--- config.mk ---
export PLATFORM = sky130hd
export DESIGN_NAME = dec2_neuron
export DESIGN_NICKNAME = d
export VERILOG_FILES = /design/src/rtl/dec2_neuron.sv
export SDC_FILE = /design/constraint.sdc
export NUM_CORES = 1
export LEC_CHECK = 0
export CORE_MARGIN = 2
export CORE_UTILIZATION = 50
export DETAILED_ROUTE_END_ITERATION = 6
export GPL_TIMING_DRIVEN = 0
export PLACE_DENSITY = 0.78
export SLEW_MARGIN = 20
export SYNTH_ARGS = -nofsm -noshare
export SYNTH_HDL_FRONTEND = slang
export SYNTH_SLANG_ARGS = --single-unit
--- constraint.sdc ---
create_clock -name clk -period 9.4 [get_ports clk]
set_clock_uncertainty 0.15 [all_clocks]
set_input_delay 1.88 -clock clk [delete_from_list [all_inputs] [get_ports clk]]
set_output_delay 1.88 -clock clk [all_outputs]
set_load 0.005 [all_outputs]
--- src/rtl/dec2_neuron.sv ---
// -----------------------------------------------------------------------------
// dec2_neuron
//   Streaming fixed-point neuron. It accepts N_IN signed activations, one per
//   handshake, and multiplies beat k by weight w_k. It then adds a bias, scales
//   the sum back to the Q format with floor rounding, saturates the result and,
//   when ACT == 1, applies a ReLU.
//
// Ports
//   clk        rising-edge clock
//   rst_n      synchronous active-low reset (highest priority)
//   clear      synchronous abort of the current dot product / pending result
//   w_flat     packed weights, w_i = w_flat[i*DATA_WIDTH +: DATA_WIDTH]
//   bias       signed bias, same Q format as the data
//   in_valid   in_data beat is valid
//   in_ready   block accepts a beat (only while accumulating)
//   in_data    signed activation
//   out_valid  out_data holds a finished result
//   out_ready  downstream accepts the result
//   out_data   signed neuron result, held stable until accepted
// -----------------------------------------------------------------------------
module dec2_neuron #(
    parameter int DATA_WIDTH = 16,
    parameter int FRAC_BITS  = 8,
    parameter int N_IN       = 16,
    parameter int ACT        = 1
) (
    input  logic                       clk,
    input  logic                       rst_n,
    input  logic                       clear,
    input  logic [N_IN*DATA_WIDTH-1:0] w_flat,
    input  logic [DATA_WIDTH-1:0]      bias,
    input  logic                       in_valid,
    output logic                       in_ready,
    input  logic [DATA_WIDTH-1:0]      in_data,
    output logic                       out_valid,
    input  logic                       out_ready,
    output logic [DATA_WIDTH-1:0]      out_data
);

    // The accumulator holds N_IN full-width products, so it can never wrap.
    localparam int PW = 2 * DATA_WIDTH;
    localparam int AW = PW + $clog2(N_IN);
    localparam int CW = (N_IN > 1) ? $clog2(N_IN) : 1;
    // The sum width covers both the accumulator and the shifted bias, plus one
    // bit so that adding the two cannot overflow either.
    localparam int BW = DATA_WIDTH + FRAC_BITS;
    localparam int SW = ((AW > BW) ? AW : BW) + 1;

    localparam logic signed [SW-1:0] ONE   = SW'(1);
    localparam logic signed [SW-1:0] R_MAX = (ONE <<< (DATA_WIDTH - 1)) - ONE;
    localparam logic signed [SW-1:0] R_MIN = -(ONE <<< (DATA_WIDTH - 1));
    localparam logic [CW-1:0]        LAST  = CW'(N_IN - 1);

    typedef enum logic [1:0] {
        S_ACC = 2'd0,
        S_FIN = 2'd1,
        S_OUT = 2'd2
    } state_t;

    state_t                        state_reg, state_next;
    logic signed [AW-1:0]          acc_reg, acc_next;
    logic [CW-1:0]                 count_reg, count_next;
    logic [DATA_WIDTH-1:0]         out_data_reg, out_data_next;

    // ---------------------------------------------------------------------
    // Weight unpacking and multiply
    // ---------------------------------------------------------------------
    logic signed [DATA_WIDTH-1:0]  w_arr [N_IN];

    generate
        for (genvar gi = 0; gi < N_IN; gi++) begin : g_w
            assign w_arr[gi] = w_flat[gi*DATA_WIDTH +: DATA_WIDTH];
        end
    endgenerate

    logic signed [DATA_WIDTH-1:0]  w_sel;
    logic signed [PW-1:0]          product;
    logic signed [AW-1:0]          product_ext;

    assign w_sel       = w_arr[count_reg];
    assign product     = $signed(in_data) * w_sel;
    assign product_ext = AW'(product);

    // ---------------------------------------------------------------------
    // Finalisation: bias, rescale, saturate, activation
    // ---------------------------------------------------------------------
    logic signed [SW-1:0]          bias_ext;
    logic signed [SW-1:0]          sum;
    logic signed [SW-1:0]          shifted;
    logic signed [DATA_WIDTH-1:0]  r_sat;
    logic signed [DATA_WIDTH-1:0]  r_final;

    assign bias_ext = SW'($signed(bias));
    assign sum      = SW'(acc_reg) + (bias_ext <<< FRAC_BITS);
    // Arithmetic shift gives floor rounding towards minus infinity.
    assign shifted  = sum >>> FRAC_BITS;

    always_comb begin
        r_sat = shifted[DATA_WIDTH-1:0];
        if (shifted > R_MAX) begin
            r_sat = R_MAX[DATA_WIDTH-1:0];
        end else if (shifted < R_MIN) begin
            r_sat = R_MIN[DATA_WIDTH-1:0];
        end
    end

    always_comb begin
        r_final = r_sat;
        if (ACT == 1 && r_sat[DATA_WIDTH-1]) begin
            r_final = '0;
        end
    end

    // ---------------------------------------------------------------------
    // Control FSM
    // ---------------------------------------------------------------------
    always_comb begin
        state_next    = state_reg;
        acc_next      = acc_reg;
        count_next    = count_reg;
        out_data_next = out_data_reg;

        case (state_reg)
            S_ACC: begin
                if (in_valid) begin
                    acc_next = acc_reg + product_ext;
                    if (count_reg == LAST) begin
                        count_next = '0;
                        state_next = S_FIN;
                    end else begin
                        count_next = count_reg + CW'(1);
                    end
                end
            end
            S_FIN: begin
                out_data_next = r_final;
                state_next    = S_OUT;
            end
            S_OUT: begin
                if (out_ready) begin
                    state_next = S_ACC;
                    acc_next   = '0;
                    count_next = '0;
                end
            end
            default: begin
                state_next = S_ACC;
                acc_next   = '0;
                count_next = '0;
            end
        endcase

        // An abort overrides everything except reset, including a beat
        // that arrives on the same edge.
        if (clear) begin
            state_next = S_ACC;
            acc_next   = '0;
            count_next = '0;
        end
    end

    always_ff @(posedge clk) begin
        if (!rst_n) begin
            state_reg    <= S_ACC;
            acc_reg      <= '0;
            count_reg    <= '0;
            out_data_reg <= '0;
        end else begin
            state_reg    <= state_next;
            acc_reg      <= acc_next;
            count_reg    <= count_next;
            out_data_reg <= out_data_next;
        end
    end

    assign in_ready  = (state_reg == S_ACC);
    assign out_valid = (state_reg == S_OUT);
    assign out_data  = out_data_reg;

endmodule

* Word-level counts from Yosys, hierarchy flattened *
Index checks and enable logic that the tools add are counted.

word-level totals
  word-level logic and storage cells = 41
  input bits = 293
  memories = 0
  memory bits (read-only) = 0
  bits in registers = 58
  bits in latches = 0
  RAM bits = 0
  output and inout bits = 18

operators by class
  add/subtract/negate cells = 3
  divide/modulo/power cells = 0
  multipliers = 1
  multiplexer cells = 17
  equal/unequal tests = 6
  bitwise logic cells = 3
  shift-type cells = 0
  reduce and logical (&&, ||, !) cells = 4
  order comparisons = 3

operators by type and width
  cell                                                          count
  one-hot mux 36 bit (3 select lines)                           1
  two-way mux 36 bit                                            2
  binary-select mux 16 bit (select 4 bit)                       1
  two-way mux 16 bit                                            4
  adder 36 x 24 -> 37 bit                                       1
  adder 36 x 32 -> 36 bit                                       1
  multiplier 16 x 16 -> 32 bit                                  1
  > comparator 29 x 16 -> 1 bit, second input constant          1
  less-than comparator 29 x 16 -> 1 bit, second input constant  1
  two-way mux 15 bit                                            1
  two-way mux 4 bit                                             3
  one-hot mux 4 bit (3 select lines)                            1
  two-way mux 2 bit                                             3
  one-hot mux 2 bit (3 select lines)                            1
  AND reduction 3 bit                                           2
  greater-or-equal comparator 5 bit, second input constant      1
  NOT 4 -> 5 bit                                                1
  adder 4 x 1 -> 4 bit, second input constant                   1
  == test 4 bit, second input constant                          1
  inequality test 2 x 1 -> 1 bit, second input constant         2
  == test 2 x 1 -> 1 bit, second input constant                 1
  == test 2 bit, second input constant                          1
  zero test 2 bit                                               1
  inequality test 2 bit, second input constant                  1
  other kinds (2)                                               3

* Longest topological paths before layout *
Gate-level depths: netlist of the first run.

  depth in word-level cells = 8
  mapped depth = 29

* Worst setup path before layout of the first run *
No wires, ideal clock.

  path kind = input to register
  from = input w_flat[241]
  to = register acc_reg[34]
  data required time = 9.128 ns
  stages = 24
  setup slack = 0.582 ns
  arrival time = 8.546 ns
  cell sequence = mux4_2 mux4_2 clkbuf_1 and2_1 fa_1 inv_1 fa_1 fa_1 fa_1 inv_1 fa_1 inv_1 fa_1 inv_1 ha_1 nand2_1 or3_1 o211ai_1 a21oi_1 o41ai_1 a31oi_1 o21ai_1 mux2i_1 o21ai_1

between the ends
  cells in the longest elaborated chain, start to end = 7

RTL lines
  element                                                 line  text
  start: declaration                                      30    input logic [N_IN*DATA_WIDTH-1:0] w_flat,
  binary-select mux 16 bit (select 4 bit)                 80    assign w_sel = w_arr[count_reg];
  two-way mux 16 bit (not written as such) (2 in series)  80
  multiplier 16 x 16 -> 32 bit                            81    assign product = $signed(in_data) * w_sel;
  adder 36 x 32 -> 36 bit                                 126   acc_next = acc_reg + product_ext;
  two-way mux 36 bit                                      125   if (in_valid) begin
  one-hot mux 36 bit (3 select lines)                     123   case (state_reg)
  end signal: assignment                                  170   acc_reg <= acc_next;
  end: declaration                                        61    logic signed [AW-1:0] acc_reg, acc_next;

No other way between the ends. The select of a mux whose other input is x is not followed.
A chain may end at the register's enable or synchronous reset.

* Final worst setup path of the first run *
  from = input w_flat[52]
  to = register acc_reg[34]

Same word-level chain as after synthesis.

==> results by group, run 1 <==
Route
  – Routed vias/inst: roughly 5.6
  – Wirelength, routed: 60.9 mm
  – Via count: 14966
  – Routed wire per std cell: 22.9 um
  – Remaining antenna violation count after routing: 0
  – Detailed Routing Iterations Pass 1: 5
  – DRC: 0
  – DRT iter0 DRCs: 1027

Setup path
  – Critical Path RT: 9.46 ns
  – Crit path buffers/inverters: 5
  – CP max stage delay: 0.64 ns
  – CP endpoint kind: register
  – Largest fanout on the critical path: 8
  – Slowest-stage cell, CP: mux4_2
  – Crit-path most repeated cell: fa_1
  – Kind of critical path: input port to register
  – CP Data Arrival Time: 9.31 ns
  – Critical path, cell by cell: clkdlybuf4s50_1 -> mux4_2 -> mux4_2 -> and2_4 -> fa_1 -> inv_1 -> fa_1 -> fa_1 -> inv_1 -> fa_1 -> fa_1 -> inv_2 -> fa_1 -> inv_2 -> ha_4 -> nand2_4 -> or3_1 -> o211ai_1 -> a21oi_2 -> o41ai_4 -> a31oi_2 -> o21ai_2 -> mux2i_1 -> o21ai_1
  – Element type at the critical path start: input port
  – Cell family with most CP delay: adder cells

Die
  – Die width: between 150 and 200 um
  – Top-Level Pins: 311
  – Height of the die: 191 um
  – Area of the die: 36500 um^2
  – Initial Utilization: 50.8%
  – Row Count: 68
  – Core Area: 34500 um^2

Synth
  – Synth area leaders: fa_1 36%, mux4_2 10%, ha_1 9.7%
  – Mean Syn Cell Area: between 9 and 10 um^2
  – Post-synth top area cell: fa_1
  – Yosys warns: 0
  – Synth Cell Area: 17500 um^2
  – Unique cell type count in the Yosys netlist: 83
  – Sequential area share after synthesis: ~6.5%
  – Yosys reg bits: 57
  – Top cell type's share of synthesized area: 36.0%
  – Syn nets: 2581
  – Post-synth EDFFs: 0
  – Post-Syn Instances: 1837
  – Top_reg_cell synth: dfxtp_1
  – Async S/R FF share, synth: 0%

Global routing
  – Tot GR Track Use: 33.6%
  – Antenna violations before repair: 20
  – Number of global-route vias before repair: ~16000
  – Largest net degree at the start of global routing: 21
  – Grt ovf: 0
  – GR met1 Demand/Resource: roughly 41%
  – First-pass GRT wire length: 91.7 mm
  – M2 GR Usage: 54.9%
  – Gr busiest metal: met2
  – Global routing usage on met3: under 10%

Clock tree
  – CTS Sinks: 57
  – Clk_lat worst skew: 0.34 ns
  – CTS buffer count: 9
  – Buffer depth of the longest clock path: 2
  – Hold-fix buffers at CTS: 0
  – CTS clk-pin slew, worst paths: ~0.060 ns
  – H-tree Lvls: 3
  – CTS tree: yes
  – Clock Root Buffer: clkbuf_16

Run status
  – Status: complete, no violations

Hold path
  – Hold crit path type: register to register

STA
  – Crit path time final: 9.25 ns
  – TNS Setup: 0 ns
  – Setup-failing EPs final: 0
  – Relative max-transition margin: between 20% and 30%
  – Slew Viols, Final: 0
  – Highest Clock Rate: 108 MHz
  – Worst-margin pin slew: 1.18 ns
  – Final worst-path cycle share: a little over nine tenths
  – Final Hold Vio Count: 0

Finish
  – Layout cells sized above 1: 10.5%
  – Area taken by multi-input logic gates: 14800 um^2
  – Flip-flop and latch area: 1140 um^2
  – Nets: 2922
  – Area delta synth->final: 26.0%
  – Largest register FFs: 36
  – Filler cells: ~2800

Placed design
  – DP HPWL: about 52 mm
  – GP Congestion: ~1.1
  – Port-buffer cells: 309

Job
  – Max-cap violations: 0
==> metal layers <==
layer / vias to the layer above / routed length (um)
met1: 7384 / 23000
li1: 6653 / -
met5: - / 16
met2: 744 / 28400
met4: 4 / 3950
met3: 181 / 5560
==> Yosys cell counts, types with 5 or more instances <==
library cell    n
nand2_1       153
a31oi_1         5
o21ai_1        10
xnor2_1        35
a21oi_1        69
xor2_1         19
buf_2          11
mux4_2         79
dfxtp_1        57
nand2b_1        9
nor2_1         71
nor3_1         15
clkbuf_1       58
a21oi_2        11
o211ai_1       22
a21o_1         19
and2_1        152
o21a_1          8
inv_1         382
or3_1           5
a211oi_1       21
fa_1          315
a22oi_1        13
nand3_1        19
o21ai_0        34
nor2b_1        12
ha_1          136
mux2i_1         6
o21bai_1        6
==> worst paths after layout <==
kind	from	end	slack, ns	cells past startpoint
max reg2reg	count_reg[1]	acc_reg[29]	0.28	27
min	acc_reg[0]	acc_reg[0]	0.32	2
min reg2reg	acc_reg[0]	acc_reg[0]	0.32	2
max	w_flat[52]	acc_reg[34]	0.15	24
==> area by class of cell <==
class,instances,area share [%]
antenna,19,0.216
multi-input combinational,1320,67.3
sequential,57,5.18
clock buffer,9,1.02
tap,455,2.58
buffer,72,1.58
clock inverter,7,0.431
inverter,382,6.51
timing repair buffer,336,15.2
==> tightest hold or removal path: cells and delay by family (launching register included) <==
family,cells,cell delay [ns]
AOI/OAI and AO/OA,1,0.05
DFF,1,0.31
and+or+nand+nor,1,0.06
==> logic make-up after synthesis <==
family                     share of synthesized area (%)
AOI/OAI and AO/OA                                   10.7
xor gates and xnor gates                            2.80
adders and majority gates                           45.8
buffers and inverters                               10.2
DFF                                                 6.52
muxes                                               10.6
other                                             0.0214
and+or+nand+nor                                     13.4
==> placed cells by master, fill, tap and decap left out, types with 13 or more instances in the layout <==
cell type | netlist | final
nor2_1 | 71 | 71
a21oi_1 | 69 | 68
diode_2 | 0 | 19
clkdlybuf4s50_1 | 0 | 289
dlymetal6s2s_1 | 0 | 17
nand3_1 | 19 | 19
inv_1 | 382 | 377
and2_1 | 152 | 149
o21ai_0 | 34 | 32
buf_4 | 4 | 28
o211ai_1 | 22 | 22
a22oi_1 | 13 | 13
xor2_1 | 19 | 19
xnor2_1 | 35 | 35
a21o_1 | 19 | 19
clkbuf_1 | 58 | 48
nand2_1 | 153 | 152
nor3_1 | 15 | 14
fa_1 | 315 | 310
dfxtp_1 | 57 | 57
ha_1 | 136 | 129
mux4_2 | 79 | 81
a211oi_1 | 21 | 20
==> timing repair <==
item,in CTS,in global routing
gates resized for setup,17,71
cloned,0,4
setup buffers,5,20
pin swaps,4,27
setup endpoints to repair,14,12
==> stage by stage <==
stage	area, um^2	hold WS, ns	utilization, %	worst slack (ns)	cells
final	22000	0.316	64.0	0.148	2657
after detailed placement	21200	0.308	61.4	-1.01	2601
after global placement	21200	0.296	61.4	-1.01	2601
after floorplan	17500	0.286	-	0.582	1837
after global routing	22000	0.338	64.0	-0.0464	2655
after CTS	21500	0.316	62.5	-0.00267	2615
Power of run 1 is left out: the tool's default activity adds up to more than one toggle a clock period on the data nets, which glitch-free logic cannot reach.
==> inputs of run 2 (changes only) <==
--- a/config.mk
+++ b/config.mk
@@ -5,7 +5,6 @@
 export SDC_FILE = /design/constraint.sdc
 export NUM_CORES = 1
 export LEC_CHECK = 0
-export CORE_MARGIN = 2
 export CORE_UTILIZATION = 50
 export DETAILED_ROUTE_END_ITERATION = 6
 export GPL_TIMING_DRIVEN = 0
==> run 2 against run 1 <==
  * Design area shrank 0.71%
  * Utilization shrank 0.45 points
  * Count of clock-buffer cells in the layout is the same
  * Critical path depth is the same
  * Via count is essentially flat
  * First-iteration DRC count grew 13%
  * Register-to-register slack gained 0.17 ns
  * Cell count shrank 0.72%
  * Die area shrank 2.1%
  * Largest cell class unchanged
==> results by group, run 2 (synthesized netlist as in run 1, its figures left out) <==
Run status
  – Status: complete, no violations

Die
  – Die width: 189 um (-1.0%)
  – Top-Level Pins: 311 (unchanged)
  – Initial Utilization: 50.8% (unchanged)
  – Row Count: 68 (unchanged)
  – Height of the die: 189 um (-1.0%)
  – Core Area: 34500 um^2 (unchanged)
  – Area of the die: 35700 um^2 (-2.1%)

STA
  – Final setup margin: 0.118 ns (-0.0297 ns)
  – Highest Clock Rate: 108 MHz (-0.32%)
  – Final Hold Vio Count: 0 (unchanged)
  – Worst-margin pin slew: 1.10 ns (-0.0755 ns)
  – Fin Hold WS: 0.323 ns (+0.00619 ns)
  – Relative max-transition margin: 26.6% (+5.0 points)
  – Crit path time final: 9.28 ns (+0.0297 ns)
  – Setup-failing EPs final: 0 (unchanged)
  – Slew Viols, Final: 0 (unchanged)
  – Final worst-path cycle share: 98.7% (+0.32 points)

Finish
  – Largest register FFs: 36 (unchanged)
  – Commonest cells after routing, fill and taps aside: 381 x inv_1, 310 x fa_1, 298 x clkdlybuf4s50_1, 152 x nand2_1, 150 x and2_1
  – Leading cell type in the layout, fill and taps excluded: inv_1
  – Non-filler cells, final: 2638 (-0.72%)
  – Flip-flop and latch area: 1140 um^2 (unchanged)
  – Filler cells: 2861 (+2.1%)
  – Area delta synth->final: 25.1%
  – Nets: 2913 (-0.31%)
  – Area taken by multi-input logic gates: 14800 um^2 (-0.10%)
  – Layout cells sized above 1: 9.80% (-0.73 points)

Clock tree
  – Buffer depth of the longest clock path: 2 (unchanged)
  – CTS clk-pin slew, worst paths: 0.05 ns (about the same)
  – Clock Root Buffer: clkbuf_16
  – CTS buffer count: 9 (unchanged)
  – CTS Sinks: 57 (unchanged)
  – CTS tree: yes
  – H-tree Lvls: 3 (unchanged)
  – Clk_lat worst skew: 0.33 ns (about the same)

Global routing
  – Tot GR Track Use: 34.1% (+0.43 points)
  – Grt ovf: 0 (unchanged)
  – Number of global-route vias before repair: 15847 (-0.10%)
  – Largest net degree at the start of global routing: 21 (unchanged)
  – Antenna violations before repair: 12 (-40%)
  – First-pass GRT wire length: 91.8 mm (+0.14%)

Route
  – DRT iter0 DRCs: 1162 (+13%)
  – Detailed Routing Iterations Pass 1: 6 (+1)
  – Via count: 14970 (+0.027%)
  – Routed wire per std cell: 22.5 um (-1.8%)
  – DRC: 0 (unchanged)
  – Wirelength, routed: 59.3 mm (-2.5%)
  – Remaining antenna violation count after routing: 0 (unchanged)
  – Routed vias/inst: 5.67 (+0.75%)

Setup path
  – Kind of critical path: input port to register
  – Largest fanout on the critical path: 10 (+2)
  – CP endpoint kind: register
  – Element type at the critical path start: input port
  – Critical Path RT: 9.46 ns (about the same)
  – CP Data Arrival Time: 9.34 ns (+0.03 ns)

Job
  – Max-cap violations: 0 (unchanged)

Placed design
  – GP Congestion: 1.09 (+3.1%)
  – Cell count after placement: 2601 (unchanged)
  – DP HPWL: 51.7 mm (-1.0%)
  – Port-buffer cells: 309 (unchanged)
  – Dpl ws: -0.929 ns (+0.0831 ns)

Hold path
  – Hold crit path type: register to register
[run 2: path summary, 6_finish.rpt]
| check | start | to | slack (ns) | cells after the start |
|---|---|---|---|---|
| setup reg to reg | count_reg[1] | acc_reg[35] | 0.45 | 27 |
| hold / removal | acc_reg[0] | acc_reg[0] | 0.32 | 2 |
| hold reg to reg | acc_reg[0] | acc_reg[0] | 0.32 | 2 |
| setup / recovery | w_flat[158] | acc_reg[35] | 0.12 | 24 |
[run 2: what timing repair did]
item | in CTS | in global routing
resized for setup | 17 | 41
buffers inserted | 4 | 18
cloned | 1 | 1
hold buffers | 0 | 0
endpoints found under the setup margin | 14 | 11
pin swaps | 4 | 16
hold endpoints to repair | 0 | 0
[run 2: routing by layer]
metal | GRT usage [%] | up-vias | wire length (um)
li1 | - | 6612 | -
met5 | 0 | - | 15
met4 | 15.8 | 2 | 3160
met1 | 42.7 | 7481 | 22800
met2 | 57.4 | 727 | 28200
met3 | 5.86 | 148 | 5220
[run 2: metrics by stage]
| step | setup TNS, ns | util [%] | area, um^2 |
|---|---|---|---|
| detailed placement | -8.52 | 61.4 | 21200 |
| floorplan | 0 | - | 17500 |
| finish | 0 | 63.5 | 21900 |
| global route | -0.0577 | 63.5 | 21900 |
| global placement | -8.71 | 61.4 | 21200 |
| CTS | 0 | 62.5 | 21500 |
[run 2: area by class of cell]
type | instances | area share (%)
clock buffers | 9 | 1.03
plain buffers | 68 | 1.48
well taps | 455 | 2.60
multi-input cells | 1320 | 67.7
clock inverters | 6 | 0.383
inverters | 382 | 6.55
diodes | 10 | 0.114
repair buffers | 331 | 14.9
flip-flops and latches | 57 | 5.21
[run 2: worst max-delay path, cell delays in order]
cell and delay (ns):
clkdlybuf4s50_1 0.51, mux4_2 0.54, mux4_2 0.59, clkbuf_2 0.23, and2_1 0.20, fa_1 0.52, fa_1 0.45, fa_1 0.57
fa_1 0.47, fa_1 0.51, inv_1 0.05, fa_1 0.49, inv_1 0.05, ha_2 0.31, a2111oi_4 0.39, o21ai_2 0.13
a2111oi_2 0.21, buf_4 0.19, o31ai_4 0.07, a31oi_2 0.21, o21ai_2 0.12, a31oi_2 0.26, nor4_1 0.08, a211o_1 0.27
Power of run 2 is left out for the same reason.
==> RTL edit (config.mk and constraints of run 1) <==
Encoding of `state_t`: now one-hot (3 bits for 3 states).
--- a/src/rtl/dec2_neuron.sv
+++ b/src/rtl/dec2_neuron.sv
@@ -51,10 +51,10 @@
     localparam logic signed [SW-1:0] R_MIN = -(ONE <<< (DATA_WIDTH - 1));
     localparam logic [CW-1:0]        LAST  = CW'(N_IN - 1);
 
-    typedef enum logic [1:0] {
-        S_ACC = 2'd0,
-        S_FIN = 2'd1,
-        S_OUT = 2'd2
+    typedef enum logic [2:0] {
+        S_ACC = 3'b001,
+        S_FIN = 3'b010,
+        S_OUT = 3'b100
     } state_t;
 
     state_t                        state_reg, state_next;
Formal check against the unedited RTL: no difference found for any inputs over 10 cycles, from zero or initial values and one cycle with rst_n low; not proved beyond that.
==> RTL edit against run 1 <==
Final area rose by 0.81%; wire length fell by 3.2%; sequential share of layout area hardly changed; critical path depth rose by 2; via count grew 0.47%; synthesized cell count decreased by 0.98%; worst setup slack lost 0.088 ns; count of clock-buffer cells in the layout rose by 1; largest cell class unchanged; synthesized area shrank 1.2%; sequential cell count up 1; hold slack improved by 0.061 ns.
Power is not shown: default switching activity piles up to over one toggle a cycle in this logic, so the estimate is an artifact.
==> RTL edit: results (changes against run 1) <==
syn avg cell area 9.50 um2 (-0.22%); vias in the first global route 15900 (+0.10%); hold path start acc_reg[0]; vias per std cell 5.69 (+0.97%); first-pass GRT wire length 92600 um (+1.1%); cts repair resizes 94 (+77); layout filler cell count 2681 (-4.4%); top post-synthesis cells by area fa_1, mux4_2, ha_1; DP Wirelength 50500 um (-3.3%); Global Route Usage Sum 34.0% (+0.34 points); status completed; DR WL/cell 22.3 um (-2.7%); clock latency on the worst-skew pair 0.33 ns; H-tree depth 3 (unchanged); CTS clk-pin slew, worst paths 0.06 ns (about the same); max reg flops 36 (unchanged); Post-CTS Repair Setup Buffers 36 (+31); GPL Wtd Cong 0.963 (-8.6%); Hold EP acc_reg[0]; number of DRC markers in iteration 0 1202 (+17%); nets@finish 2923 (+0.034%); Critical R2R Capture acc_reg[35]; vias post-DR 15000 (+0.47%); top_reg_cell synth dfxtp_1; top post-synthesis cells by count inv_1, fa_1, and2_1, ha_1, nand2_1; CTS buffer count 9 (unchanged); crit-path max FO 5 (-3); Port Buffers 309 (unchanged); crit path from w_flat[196]; fraction of layout cells with a size suffix above 1 11.8% (+1.3 points); placed cell count 2583 (-0.69%); Critical Path Max Stage Delay 0.58 ns (-0.06 ns); arrival time worst endpoint 9.41 ns (+0.10 ns); dpl cell area 20900 um2 (-0.98%); worst hold path cell count 2 (unchanged); pin count of the biggest net entering global routing 21 (unchanged); crit path max-delay cell type fa_1; antenna violations before repair 8 (-60%); Synth cell types 75 (-9.6%); r2r startpoint count_reg[0]; crit end category flop; Rel. slew slack 41.8% (+20 points); Yosys warning count 0 (unchanged); Reg2Reg Setup Slack 0.26 ns (-0.02 ns); Max Clock Freq 0.107 GHz (-0.94%); Min-Delay Path Class flop to flop; CTS Buffer Depth 2 (unchanged); Seq/Total Area, Yosys 6.72% (+0.20 points)
[RTL edit: cells by family (layout without fill, tap and decap cells)]
| family | count (synthesis) | in the layout | synth area share [%] |
|---|---|---|---|
| XOR/XNOR | 54 | 54 | 2.74 |
| other | 1 | 6 | 0.0217 |
| flip-flops | 58 | 58 | 6.72 |
| buffers and inverters | 467 | 832 | 10.3 |
| AO/OA/AOI/OAI | 263 | 263 | 10.3 |
| multiplexers | 83 | 83 | 10.5 |
| adder cells (fa/ha/maj) | 451 | 451 | 46.3 |
| AND/OR/NAND/NOR | 442 | 442 | 13.1 |
[RTL edit: per-stage QoR]
| step | setup slack, ns | hold slack (ns) | util (%) |
|---|---|---|---|
| floorplan | 0.262 | 0.314 | - |
| global placement | -1.88 | 0.349 | 61.1 |
| finish | 0.0595 | 0.378 | 64.8 |
| CTS | 0.000762 | 0.379 | 63.5 |
| global route | -0.0669 | 0.403 | 64.8 |
| detailed placement | -1.43 | 0.366 | 61.1 |
[RTL edit: critical path: cells and delay by family]
kind / cells / cell delay, ns
AO/OA/AOI/OAI: 7 / 1.65
XOR/XNOR: 1 / 0.13
adder cells (fa/ha/maj): 7 / 3.36
buffers and inverters: 7 / 1.01
multiplexers: 2 / 1.05
AND/OR/NAND/NOR: 2 / 0.35
[RTL edit: final cells by class]
class	count	area share, %
antenna	5	0.0563
buffer	70	1.62
clock buffer	10	1.08
clock inverter	6	0.298
inverter	390	6.60
multi-input combinational	1294	66.6
sequential	58	5.23
tap	455	2.56
timing repair buffer	356	16.0
[RTL edit: routing by layer]
layer	global-route usage [%]	share of wire, %	up-vias
met5	0	0.070	-
met4	9.75	3.2	6
met3	8.98	11	104
met2	51.9	45	705
met1	47.9	41	7627
li1	-	-	6595
